[src/rtl/prog_launcher.sv]
// Start/Done run-protocol initiator: pulses Start per program, times each run, flags sequence end.
// Optional watchdog on the RUN phase is enabled by defining LAUNCH_TIMEOUT_EN.
module prog_launcher #(
  parameter int unsigned NUM_PROGS  = 3,
  parameter int unsigned START_HIGH = 2,
  parameter int unsigned GAP        = 2,
  parameter int unsigned CW         = 16,
  parameter int unsigned TIMEOUT    = 4096
) (
  input  logic          Clk,
  input  logic          Reset,
  input  logic          Go,
  input  logic          Done,
  output logic          Start,
  output logic [1:0]    ProgIdx,
  output logic          Busy,
  output logic [CW-1:0] CycleCnt,
  output logic          CntValid,
  output logic          AllDone,
  output logic          TimedOut
);

  localparam int unsigned HW = (START_HIGH > 1) ? $clog2(START_HIGH) : 1;
  localparam int unsigned GW = (GAP > 1) ? $clog2(GAP) : 1;

  // Elaboration-time parameter sanity checks
  if (NUM_PROGS < 1 || NUM_PROGS > 3) begin : g_bad_num_progs
    $error("prog_launcher: NUM_PROGS must be 1..3");
  end
  if (START_HIGH < 1) begin : g_bad_start_high
    $error("prog_launcher: START_HIGH must be >= 1");
  end
  if (TIMEOUT == 0 || (CW < 32 && TIMEOUT >= (32'd1 << CW))) begin : g_bad_timeout
    $error("prog_launcher: TIMEOUT must be 1..2**CW-1");
  end

  typedef enum logic [2:0] {
    S_IDLE,
    S_ASSERT,
    S_RUN,
    S_GAP,
    S_FINISH
  } state_t;

  state_t        state, state_n;
  logic [HW-1:0] hold_cnt, hold_n;
  logic [GW-1:0] gap_cnt, gap_n;
  logic [CW-1:0] run_cnt, run_n;
  logic          start_n, busy_n, valid_n, all_done_n, timed_n;
  logic [1:0]    prog_n;
  logic [CW-1:0] cnt_n;
  logic          launch;
  logic [1:0]    launch_idx;

  // State and registered outputs
  always_ff @(posedge Clk) begin
    if (Reset) begin
      state    <= S_IDLE;
      hold_cnt <= '0;
      gap_cnt  <= '0;
      run_cnt  <= '0;
      Start    <= 1'b0;
      ProgIdx  <= 2'd0;
      Busy     <= 1'b0;
      CycleCnt <= '0;
      CntValid <= 1'b0;
      AllDone  <= 1'b0;
      TimedOut <= 1'b0;
    end else begin
      state    <= state_n;
      hold_cnt <= hold_n;
      gap_cnt  <= gap_n;
      run_cnt  <= run_n;
      Start    <= start_n;
      ProgIdx  <= prog_n;
      Busy     <= busy_n;
      CycleCnt <= cnt_n;
      CntValid <= valid_n;
      AllDone  <= all_done_n;
      TimedOut <= timed_n;
    end
  end

  // Next state and next output values
  always_comb begin
    state_n    = state;
    hold_n     = hold_cnt;
    gap_n      = gap_cnt;
    run_n      = run_cnt;
    start_n    = Start;
    prog_n     = ProgIdx;
    cnt_n      = CycleCnt;
    valid_n    = 1'b0;
    timed_n    = TimedOut;
    launch     = 1'b0;
    launch_idx = ProgIdx;

    unique case (state)
      S_IDLE, S_FINISH: begin
        if (Go) begin
          launch     = 1'b1;
          launch_idx = 2'd1;
          timed_n    = 1'b0;
        end
      end
      S_ASSERT: begin
        if (hold_cnt == HW'(START_HIGH - 1)) begin
          state_n = S_RUN;
          start_n = 1'b0;
          run_n   = '0;
        end else begin
          hold_n = hold_cnt + 1'b1;
        end
      end
      S_RUN: begin
        if (Done) begin
          cnt_n   = run_cnt;
          valid_n = 1'b1;
          if (ProgIdx == 2'(NUM_PROGS)) begin
            state_n = S_FINISH;
          end else if (GAP == 0) begin
            launch     = 1'b1;
            launch_idx = ProgIdx + 2'd1;
          end else begin
            state_n = S_GAP;
            gap_n   = '0;
          end
        end else begin
          if (run_cnt != '1) begin
            run_n = run_cnt + 1'b1;
          end
`ifdef LAUNCH_TIMEOUT_EN
          // This cycle is the TIMEOUT-th without Done: abandon the sequence
          if (run_cnt == CW'(TIMEOUT - 1)) begin
            timed_n = 1'b1;
            cnt_n   = CW'(TIMEOUT);
            valid_n = 1'b1;
            state_n = S_FINISH;
          end
`endif
        end
      end
      S_GAP: begin
        if (gap_cnt == GW'(GAP - 1)) begin
          launch     = 1'b1;
          launch_idx = ProgIdx + 2'd1;
        end else begin
          gap_n = gap_cnt + 1'b1;
        end
      end
      default: state_n = S_IDLE;
    endcase

    if (launch) begin
      state_n = S_ASSERT;
      start_n = 1'b1;
      prog_n  = launch_idx;
      hold_n  = '0;
    end

    busy_n     = (state_n == S_ASSERT) || (state_n == S_RUN) || (state_n == S_GAP);
    all_done_n = (state_n == S_FINISH);
  end

endmodule

[config.mk]
export PLATFORM = sky130hd
export DESIGN_NAME = prog_launcher
export DESIGN_NICKNAME = d
export VERILOG_FILES = /design/src/rtl/prog_launcher.sv
export SDC_FILE = /design/constraint.sdc
export NUM_CORES = 1
export LEC_CHECK = 0
export ABC_AREA = 0
export BUFFER_PORTS_ARGS = -buffer_cell sky130_fd_sc_hd__clkbuf_2
export CAP_MARGIN = 15
export CORE_ASPECT_RATIO = 0.6
export CORE_UTILIZATION = 25
export CTS_BUF_LIST = sky130_fd_sc_hd__clkbuf_2 sky130_fd_sc_hd__clkbuf_4 sky130_fd_sc_hd__clkbuf_8
export DETAILED_ROUTE_END_ITERATION = 8
export SYNTH_ARGS = -nofsm -noshare
export SYNTH_HDL_FRONTEND = slang
export SYNTH_SLANG_ARGS = --single-unit
[constraint.sdc]
create_clock -name Clk -period 2 [get_ports Clk]
set_input_delay 0.2 -clock Clk [delete_from_list [all_inputs] [get_ports Clk]]
set_output_delay 0.2 -clock Clk [all_outputs]
set_load 0.01 [all_outputs]
==> impl_metrics.env, run 1 <==
export IMPL_portBuffers=25
export IMPL_ys_async_sr_fraction=0
export IMPL_final_setup_tns_ns=0
export IMPL_synth_edf_count=0
export IMPL_synth_nets=244
export IMPL_cts_path_max_buffers=2
export IMPL_hold_viol=0
export IMPL_cp_arrival_ns=2.10
export IMPL_grt_usage=0.134
export IMPL_cts_hold_buffers=0
export IMPL_cts_sinks=43
export IMPL_crit_type="flop to flop"
export IMPL_ys_ff_latch=43
export IMPL_rsz0062_at_grt="no"
export IMPL_synthTopCellsByArea="dfxtp_1 44%, nand2_1 9.8%, a21oi_1 8.4%, o31ai_1 3.8%, or4_1 3.5%"
export IMPL_wl_um=5100
export IMPL_postSynthCellCount=238
export IMPL_grt_max_degree=25
export IMPL_ant_nets=0
export IMPL_ys_flop_type="dfxtp_1"
export IMPL_drcViolationCount=0
export IMPL_syn_area_um2=1960
export IMPL_worst_slew_pin_slew_ns=0.670
export IMPL_nFillCells=797
export IMPL_hp_class="primary input to flop"
export IMPL_dr_pass1_iters=4
export IMPL_num_nets_final=282
export IMPL_fin_worst_skew_ns=0.00337
export IMPL_cp_required_ns=2.24
export IMPL_place_area_um2=2280
export IMPL_finalMaxSlewViolations=0
export IMPL_synth_top_area_frac=0.440
export IMPL_first_iter_violations=196
export IMPL_drt_vias_per_instance=4.91
export IMPL_crit_cells=4
export IMPL_antenna_found_initial=0
export IMPL_io_pins=27
export IMPL_ctsHtreeMaxLevel=2
export IMPL_path_max_fanout=6
export IMPL_syn_area_per_cell_um2=8.22
export IMPL_slowest_stage="or4b_1"
export IMPL_via_count=1871
export IMPL_r2r_start="state[0]"
export IMPL_initial_core_util=0.264
export IMPL_cp_startpoint="state[0]"
export IMPL_crit_end="run_cnt[7]"
export IMPL_cts_root_buf="clkbuf_8"
export IMPL_ys_warn_count=0
export IMPL_gr_total_overflow=0
export IMPL_area_delta_synth_final_pct=22.6
export IMPL_fin_hold_ws_ns=0.186
export IMPL_r2r_end="run_cnt[7]"
export IMPL_crit_buf_inv=0
export IMPL_fin_area_um2=2400
export IMPL_leakage_nw=0.834
export IMPL_die_area_um2=8190
export IMPL_r2r_cells=4
export IMPL_critPathLaunchType="flop"
export IMPL_dpl_hpwl_um=3820
export IMPL_slowest_delay_ns=0.57
export IMPL_maxCapViolations=0
export IMPL_grt_pass1_wl_um=8300
export IMPL_r2r_slack_ns=0.14
export IMPL_synth_top_area_cell="dfxtp_1"
export IMPL_p_per_area_nw_per_um2=664
export IMPL_path_delay_family="simple AND/OR/NAND/NOR gates"
export IMPL_die_w_um=116
export IMPL_setup_viol=0
export IMPL_crit_chain="or4b_1, or4_4, a21oi_2, mux2i_1"
export IMPL_drive_above_1_share=0.209
export IMPL_irDropWorstVdd_mv=0.282
export IMPL_fmax_mhz=536
export IMPL_slew_headroom=0.549
export IMPL_synth_cell_types=43
export IMPL_cts_tree="built"
export IMPL_diodes=0
export IMPL_finalCritPeriodShare=0.932
export IMPL_grt_pass1_vias=1621
export IMPL_wl_per_cell_um=13.4
export IMPL_place_congestion=0.881
export IMPL_end_kind="flop"
export IMPL_numCtsBuffers=5
export IMPL_clk_pin_slew_worst_paths_ns=0.08
export IMPL_min_period_ns=1.86
export IMPL_design_core_area_um2=7420
export IMPL_core_rowCount=24
export IMPL_yosysMostFrequentCell="nand2_1"
export IMPL_status="finished clean"
export IMPL_insertion_delay_ns=0.30
export IMPL_ys_seq_area_frac=0.440
export IMPL_die_y_um=70.5
export IMPL_synth_cells_most_frequent="51 x nand2_1, 43 x dfxtp_1, 33 x a21oi_1, 10 x o31ai_1"
cell type report:
cell class                      count  area, um^2  share of cell area
Clock buffer                        8         104              0.0433
Inverter                            4        15.0             0.00626
Tap cell                          104         130              0.0543
Multi-Input combinational cell    178        1020               0.425
Sequential cell                    43         862               0.359
Timing Repair Buffer               44         268               0.112
per-layer routing:
metal,vias up,track usage,part of all wire
met5,-,0,0
met4,0,0.0385,0.0082
met3,6,0.0443,0.072
met2,63,0.153,0.35
met1,859,0.220,0.57
li1,943,-,-
timing repair:
action,CTS,global route
buffers inserted,0,1
endpoints found under the setup margin,0,3
gates resized for setup,0,2
registers in the layout (all words and copies together) (netlist names):
| register | count |
|---|---|
| run_cnt | 16 |
| AllDone | 1 |
| state | 3 |
| CycleCnt | 16 |
| hold_cnt | 1 |
| Busy | 1 |
| Start | 1 |
| CntValid | 1 |
| gap_cnt | 1 |
| ProgIdx | 2 |
worst reg2reg max path, stage by stage (launching register included):
cell	delay [ns]
dfxtp_1	0.37
or4b_1	0.57
or4_4	0.55
a21oi_2	0.13
mux2i_1	0.17
worst min-delay path by stage:
stage,start,endpoint,slack [ns],depth (start not counted)
after detailed placement,CycleCnt[7],CycleCnt[7],0.45,2
after global placement,CycleCnt[1],CycleCnt[1],0.45,2
after floorplan,Reset,run_cnt[15],0.38,2
after global routing,Reset,CycleCnt[15],0.19,2
after CTS,Reset,CycleCnt[15],0.18,2
final,Reset,CycleCnt[15],0.19,2
cells by family (layout without fill, tap and decap cells):
family	Yosys count	count (layout)	synth area share
DFF	43	43	0.440
muxes	4	4	0.0205
and+or+nand+nor	113	113	0.308
AOI/OAI and AO/OA	58	58	0.178
adders and majority gates	2	2	0.0128
other	1	1	0.00192
buffers and inverters	17	56	0.0390
metrics by stage:
step	worst slack [ns]	instances	total power, mW	utilization
6_report	0.136	381	1.59	0.323
5_1_grt	0.00924	381	1.67	0.323
4_1_cts	0.113	380	1.62	0.322
3_5_place_dp	0.126	372	0.984	0.308
3_3_place_gp	0.139	372	0.983	0.308
2_1_floorplan	0.0622	238	0.948	-
power by group:
group / switching, mW / leakage, nW / internal [mW]
Combinational: 0.0569 / 0.431 / 0.0335
Clock: 0.298 / 0.0549 / 0.329
Sequential: 0.00968 / 0.348 / 0.866
Total: 0.364 / 0.834 / 1.23
placed cells by master (no fill, tap or decap), types with 2 or more instances in the layout:
cell type,Yosys,final
nor3_1,2,2
clkbuf_8,0,7
nor4_1,4,4
nand2b_1,3,3
or4_1,9,9
and3_1,2,2
clkbuf_2,0,25
nand4b_1,2,2
nand4_1,7,7
ha_1,2,2
or3_1,6,6
o21ai_0,5,5
mux2i_1,4,4
or2_2,2,2
dfxtp_1,43,42
nor2b_1,2,2
nor2_1,8,8
inv_1,4,4
o21a_1,2,2
buf_4,1,19
nand3_1,7,7
nand2_1,51,51
o31ai_1,10,10
a21oi_1,33,33
(Power assumes the default switching activity.)
==> run 2: changes to the inputs <==
Settings changed: BUFFER_PORTS_ARGS -buffer_cell sky130_fd_sc_hd__clkbuf_2 to unset, DONT_BUFFER_PORTS set to 1, SETUP_SLACK_MARGIN set to 0.2.
==> run 2 against run 1 <==
  * Hold slack got worse by 0.11 ns
  * Critical path depth unchanged
  * Design area down 4.0%
  * Worst setup slack better by 0.11 ns
  * Critical path type unchanged
  * Largest power group unchanged
==> impl_metrics.env, run 2 (same netlist as run 1, synthesis figures left out) <==
export IMPL_status="finished clean"
export IMPL_multi_input_area_um2=1060
export IMPL_min_from="Reset"
export IMPL_end_kind="flop"
export IMPL_netSwitchingPower_mw=0.361
export IMPL_p_per_area_nw_per_um2=665
export IMPL_p_total_mw=1.53
export IMPL_drcViolationCount=0
export IMPL_cp_arrival_ns=1.99
export IMPL_irDropWorstVdd_mv=0.338
export IMPL_die_w_um=116
export IMPL_use_met3=0.0469
export IMPL_maxCapViolations=0
export IMPL_critPathLaunchType="flop"
export IMPL_die_area_um2=8190
export IMPL_top_regs="CycleCnt: 16 flops, run_cnt: 16 flops, state: 3 flops"
export IMPL_path_max_fanout=5
export IMPL_r2r_slack_ns=0.24
export IMPL_drive_above_1_share=0.166
export IMPL_cp_required_ns=2.23
export IMPL_grt_busiest_layer="met1"
export IMPL_design_core_area_um2=7420
export IMPL_io_pins=27
export IMPL_hp_class="primary input to flop"
export IMPL_cts_sinks=43
export IMPL_min_period_ns=1.76
export IMPL_core_rowCount=24
export IMPL_leakage_nw=0.713
export IMPL_seq_power_share=0.574
export IMPL_initial_core_util=0.264
export IMPL_final_cell_mix="51 x nand2_1, 39 x dfxtp_1, 33 x a21oi_1, 18 x buf_4"
export IMPL_finalMaxSlewViolations=0
export IMPL_diodes=0
export IMPL_combinationalPowerShare=0.053
export IMPL_die_y_um=70.5
export IMPL_gr_total_overflow=0
export IMPL_final_setup_tns_ns=0
export IMPL_first_iter_violations=111
export IMPL_area_delta_synth_final_pct=17.8
export IMPL_dpl_hpwl_um=3570
export IMPL_fin_area_um2=2300
export IMPL_pwr_share_clk=0.373
export IMPL_cts_path_max_buffers=2
export IMPL_regArea_um2=868
export IMPL_p_int_mw=1.17
export IMPL_grt_pass1_wl_um=8000
export IMPL_grt_usage=0.131
export IMPL_rsz0062_at_grt="no"
export IMPL_cts_root_buf="clkbuf_8"
export IMPL_cts_tree="built"
export IMPL_clk_pin_slew_worst_paths_ns=0.09
export IMPL_place_congestion=0.838
export IMPL_portBuffers=0
export IMPL_slew_headroom=0.318
export IMPL_hold_viol=0
export IMPL_num_nets_final=258
export IMPL_grtUsageMet1=0.218
export IMPL_drt_vias_per_instance=4.93
export IMPL_numCtsBuffers=5
export IMPL_grt_pass1_vias=1519
export IMPL_ctsHtreeMaxLevel=2
export IMPL_r2r_start="state[1]"
export IMPL_insertion_delay_ns=0.30
export IMPL_crit_type="flop to flop"
export IMPL_place_area_um2=2140
export IMPL_cp_startpoint="state[1]"
export IMPL_worst_slew_pin_slew_ns=1.02
export IMPL_dr_pass1_iters=4
export IMPL_p_sw_frac=0.236
export IMPL_grt_max_degree=28
export IMPL_wl_um=5110
export IMPL_wl_per_cell_um=14.3
export IMPL_layout_commonest_cell="nand2_1"
export IMPL_fmax_mhz=569
export IMPL_grt_use_met2=0.147
export IMPL_nFillCells=803
export IMPL_antenna_found_initial=0
export IMPL_ant_nets=0
export IMPL_setup_viol=0
export IMPL_fin_worst_skew_ns=0.00985
export IMPL_finalCritPeriodShare=0.879
export IMPL_via_count=1759
run 2: power by group through the flow:
stage	Combinational (mW)	Sequential [mW]	Clock, mW
2_1_floorplan	0.0521	0.896	0
3_3_place_gp	0.0647	0.898	0
3_5_place_dp	0.0644	0.899	0
4_1_cts	0.0750	0.879	0.594
5_1_grt	0.0882	0.881	0.632
6_report	0.0807	0.879	0.572
run 2: repair_timing:
item                       in CTS  in global routing
pin swaps                       0                  2
gates cloned                    0                  1
resized for setup               2                  9
hold endpoints to repair       27                  0
hold buffers                    1                  0
setup buffers                   0                  4
setup endpoints to repair       5                 11
run 2: final timing paths:
| path | depth (start not counted) | end |
|---|---|---|
| setup / recovery | 4 | run_cnt[7] |
| hold / removal | 2 | run_cnt[15] |
| setup reg to reg | 4 | run_cnt[7] |
| hold reg to reg | 2 | CycleCnt[1] |
run 2: routing by layer:
layer  share of wire  vias up
met1            0.56      799
li1                -      897
met2            0.35       59
met4          0.0057        0
met5               0        -
met3           0.087        4
run 2: area by class of cell:
cell class / instances / area share
Clock inverter: 1 / 0.00217
Timing Repair Buffer: 19 / 0.0630
Sequential cell: 43 / 0.377
Multi-Input combinational cell: 179 / 0.458
Inverter: 4 / 0.00652
Tap cell: 104 / 0.0565
Clock buffer: 7 / 0.0364
run 2: per-stage QoR:
step | hold slack (ns) | util | instances | worst slack [ns]
4_1_cts | 0.0639 | 0.302 | 352 | 0.179
3_3_place_gp | 0.274 | 0.289 | 343 | 0.112
2_1_floorplan | 0.383 | - | 238 | 0.204
5_1_grt | 0.0606 | 0.311 | 357 | 0.201
6_report | 0.0713 | 0.311 | 357 | 0.242
3_5_place_dp | 0.275 | 0.289 | 343 | 0.0874
run 2: worst max-delay path, stage by stage (launching register included):
cell     delay, ns
dfxtp_1       0.41
or4b_4        0.53
or4_4         0.43
a21oi_2       0.13
mux2i_1       0.19
==> run 3: changes to the inputs <==
Settings changed: CORE_ASPECT_RATIO 0.6 to 0.75.
==> run 3 against run 2 <==
  * Sequential power barely moved
  * Register-to-register slack got worse by 0.03 ns
  * Combinational power fell by 5.3%
  * Critical path type unchanged
  * Worst setup slack got worse by 0.030 ns
  * Total power fell by 0.24%
==> impl_metrics.env, run 3 (same netlist as run 1, synthesis figures left out) <==
export IMPL_status="finished clean"
export IMPL_io_pins=27
export IMPL_layout_commonest_cell="nand2_1"
export IMPL_maxCapViolations=0
export IMPL_worst_slew_pin_slew_ns=1.06
export IMPL_gr_total_overflow=0
export IMPL_end_kind="flop"
export IMPL_hold_viol=0
export IMPL_place_congestion=0.831
export IMPL_min_period_ns=1.79
export IMPL_cts_path_max_buffers=2
export IMPL_wl_per_cell_um=14.4
export IMPL_critPathLaunchType="flop"
export IMPL_p_per_area_nw_per_um2=663
export IMPL_die_y_um=78.6
export IMPL_crit_type="flop to flop"
export IMPL_ant_nets=0
export IMPL_r2r_cells=6
export IMPL_cts_root_buf="clkbuf_8"
export IMPL_utilization=0.309
export IMPL_num_nets_final=258
export IMPL_antenna_found_initial=0
export IMPL_top_regs="CycleCnt: 16 flops, run_cnt: 16 flops, state: 3 flops"
export IMPL_hold_path_cell_count=2
export IMPL_initial_core_util=0.262
export IMPL_ctsHtreeMaxLevel=2
export IMPL_die_area_um2=8180
export IMPL_grt_usage=0.127
export IMPL_nFillCells=801
export IMPL_portBuffers=0
export IMPL_slew_headroom=0.293
export IMPL_diodes=0
export IMPL_grt_pass1_vias=1652
export IMPL_path_max_fanout=5
export IMPL_grt_pass1_wl_um=8290
export IMPL_irDropWorstVdd_mv=0.241
export IMPL_numCtsBuffers=5
export IMPL_area_delta_synth_final_pct=17.9
export IMPL_fin_worst_skew_ns=0.00420
export IMPL_crit_chain="ha_1, nand3_1, nor3_1, a2111oi_1, buf_4, mux2i_1"
export IMPL_die_w_um=104
export IMPL_r2r_slack_ns=0.21
export IMPL_first_iter_violations=80
export IMPL_finalCritPeriodShare=0.894
export IMPL_fmax_mhz=559
export IMPL_drcViolationCount=0
export IMPL_hp_class="primary input to flop"
export IMPL_cp_arrival_ns=2.02
export IMPL_via_count=1796
export IMPL_slowest_stage="a2111oi_1"
export IMPL_clk_pin_slew_worst_paths_ns=0.08
export IMPL_dpl_hpwl_um=3410
export IMPL_drt_vias_per_instance=5.07
export IMPL_grt_max_degree=28
export IMPL_core_rowCount=27
export IMPL_setup_viol=0
export IMPL_rsz0062_at_grt="yes"
export IMPL_final_cell_mix="51 x nand2_1, 41 x dfxtp_1, 32 x a21oi_1, 19 x buf_4, 9 x o31ai_1"
export IMPL_cp_required_ns=2.24
export IMPL_leakage_nw=0.724
export IMPL_dr_pass1_iters=4
export IMPL_finalMaxSlewViolations=0
export IMPL_insertion_delay_ns=0.30
export IMPL_final_setup_tns_ns=0
export IMPL_cts_sinks=43
export IMPL_design_core_area_um2=7470
export IMPL_slowest_delay_ns=0.48
export IMPL_drive_above_1_share=0.162
export IMPL_cts_tree="built"
export IMPL_wl_um=5110
run 3: area by class of cell:
type                            instances  area, um^2  share of cell area
Inverter                                4        15.0             0.00651
Clock buffer                            7        83.8              0.0364
Clock inverter                          1        5.00             0.00217
Tap cell                              101         126              0.0548
Multi-Input combinational cell        178        1060               0.458
Sequential cell                        43         866               0.376
Timing Repair Buffer                   20         153              0.0662
run 3: worst max-delay path: cells and delay by family (launching register included):
kind	cells	cell delay [ns]
mux	1	0.15
fa+ha+maj	1	0.26
compound gates	1	0.48
buf+inv	1	0.19
flops	1	0.32
simple gates	2	0.33
run 3: where the power goes:
group          internal (mW)  leakage, nW  switching (mW)  total, mW
Sequential             0.864        0.349          0.0115      0.876
Clock                  0.273       0.0491           0.303      0.576
Combinational         0.0288        0.326          0.0476     0.0764
run 3: path summary, 6_finish.rpt:
path	start	end
worst max-delay path	run_cnt[0]	run_cnt[8]
worst min-delay path	Reset	run_cnt[7]
worst max register to register	run_cnt[0]	run_cnt[8]
worst min register to register	gap_cnt	gap_cnt
run 3: repair_timing:
item / CTS / global route
hold buffers: 1 / 0
setup buffers: 0 / 4
endpoints found under the hold margin: 27 / 0
setup endpoints to repair: 5 / 12
gates resized for setup: 2 / 9
pin swaps: 1 / 4
run 3: per-stage QoR:
stage               power [mW]  setup slack, ns  cell area [um^2]  hold slack (ns)  cells
finish                    1.53            0.211              2300           0.0746    354
global route              1.59            0.130              2300           0.0723    354
CTS                       1.55            0.201              2250           0.0655    350
detailed placement       0.959            0.130              2140            0.275    341
global placement         0.959            0.149              2140            0.273    341
floorplan                0.948            0.204              1970            0.383    238
run 3: per-layer routing:
metal	vias up	part of all wire	GRT usage
met5	-	0	0
met4	0	0.0071	0.0257
met3	9	0.071	0.0357
met2	58	0.41	0.177
met1	839	0.51	0.190
li1	890	-	-
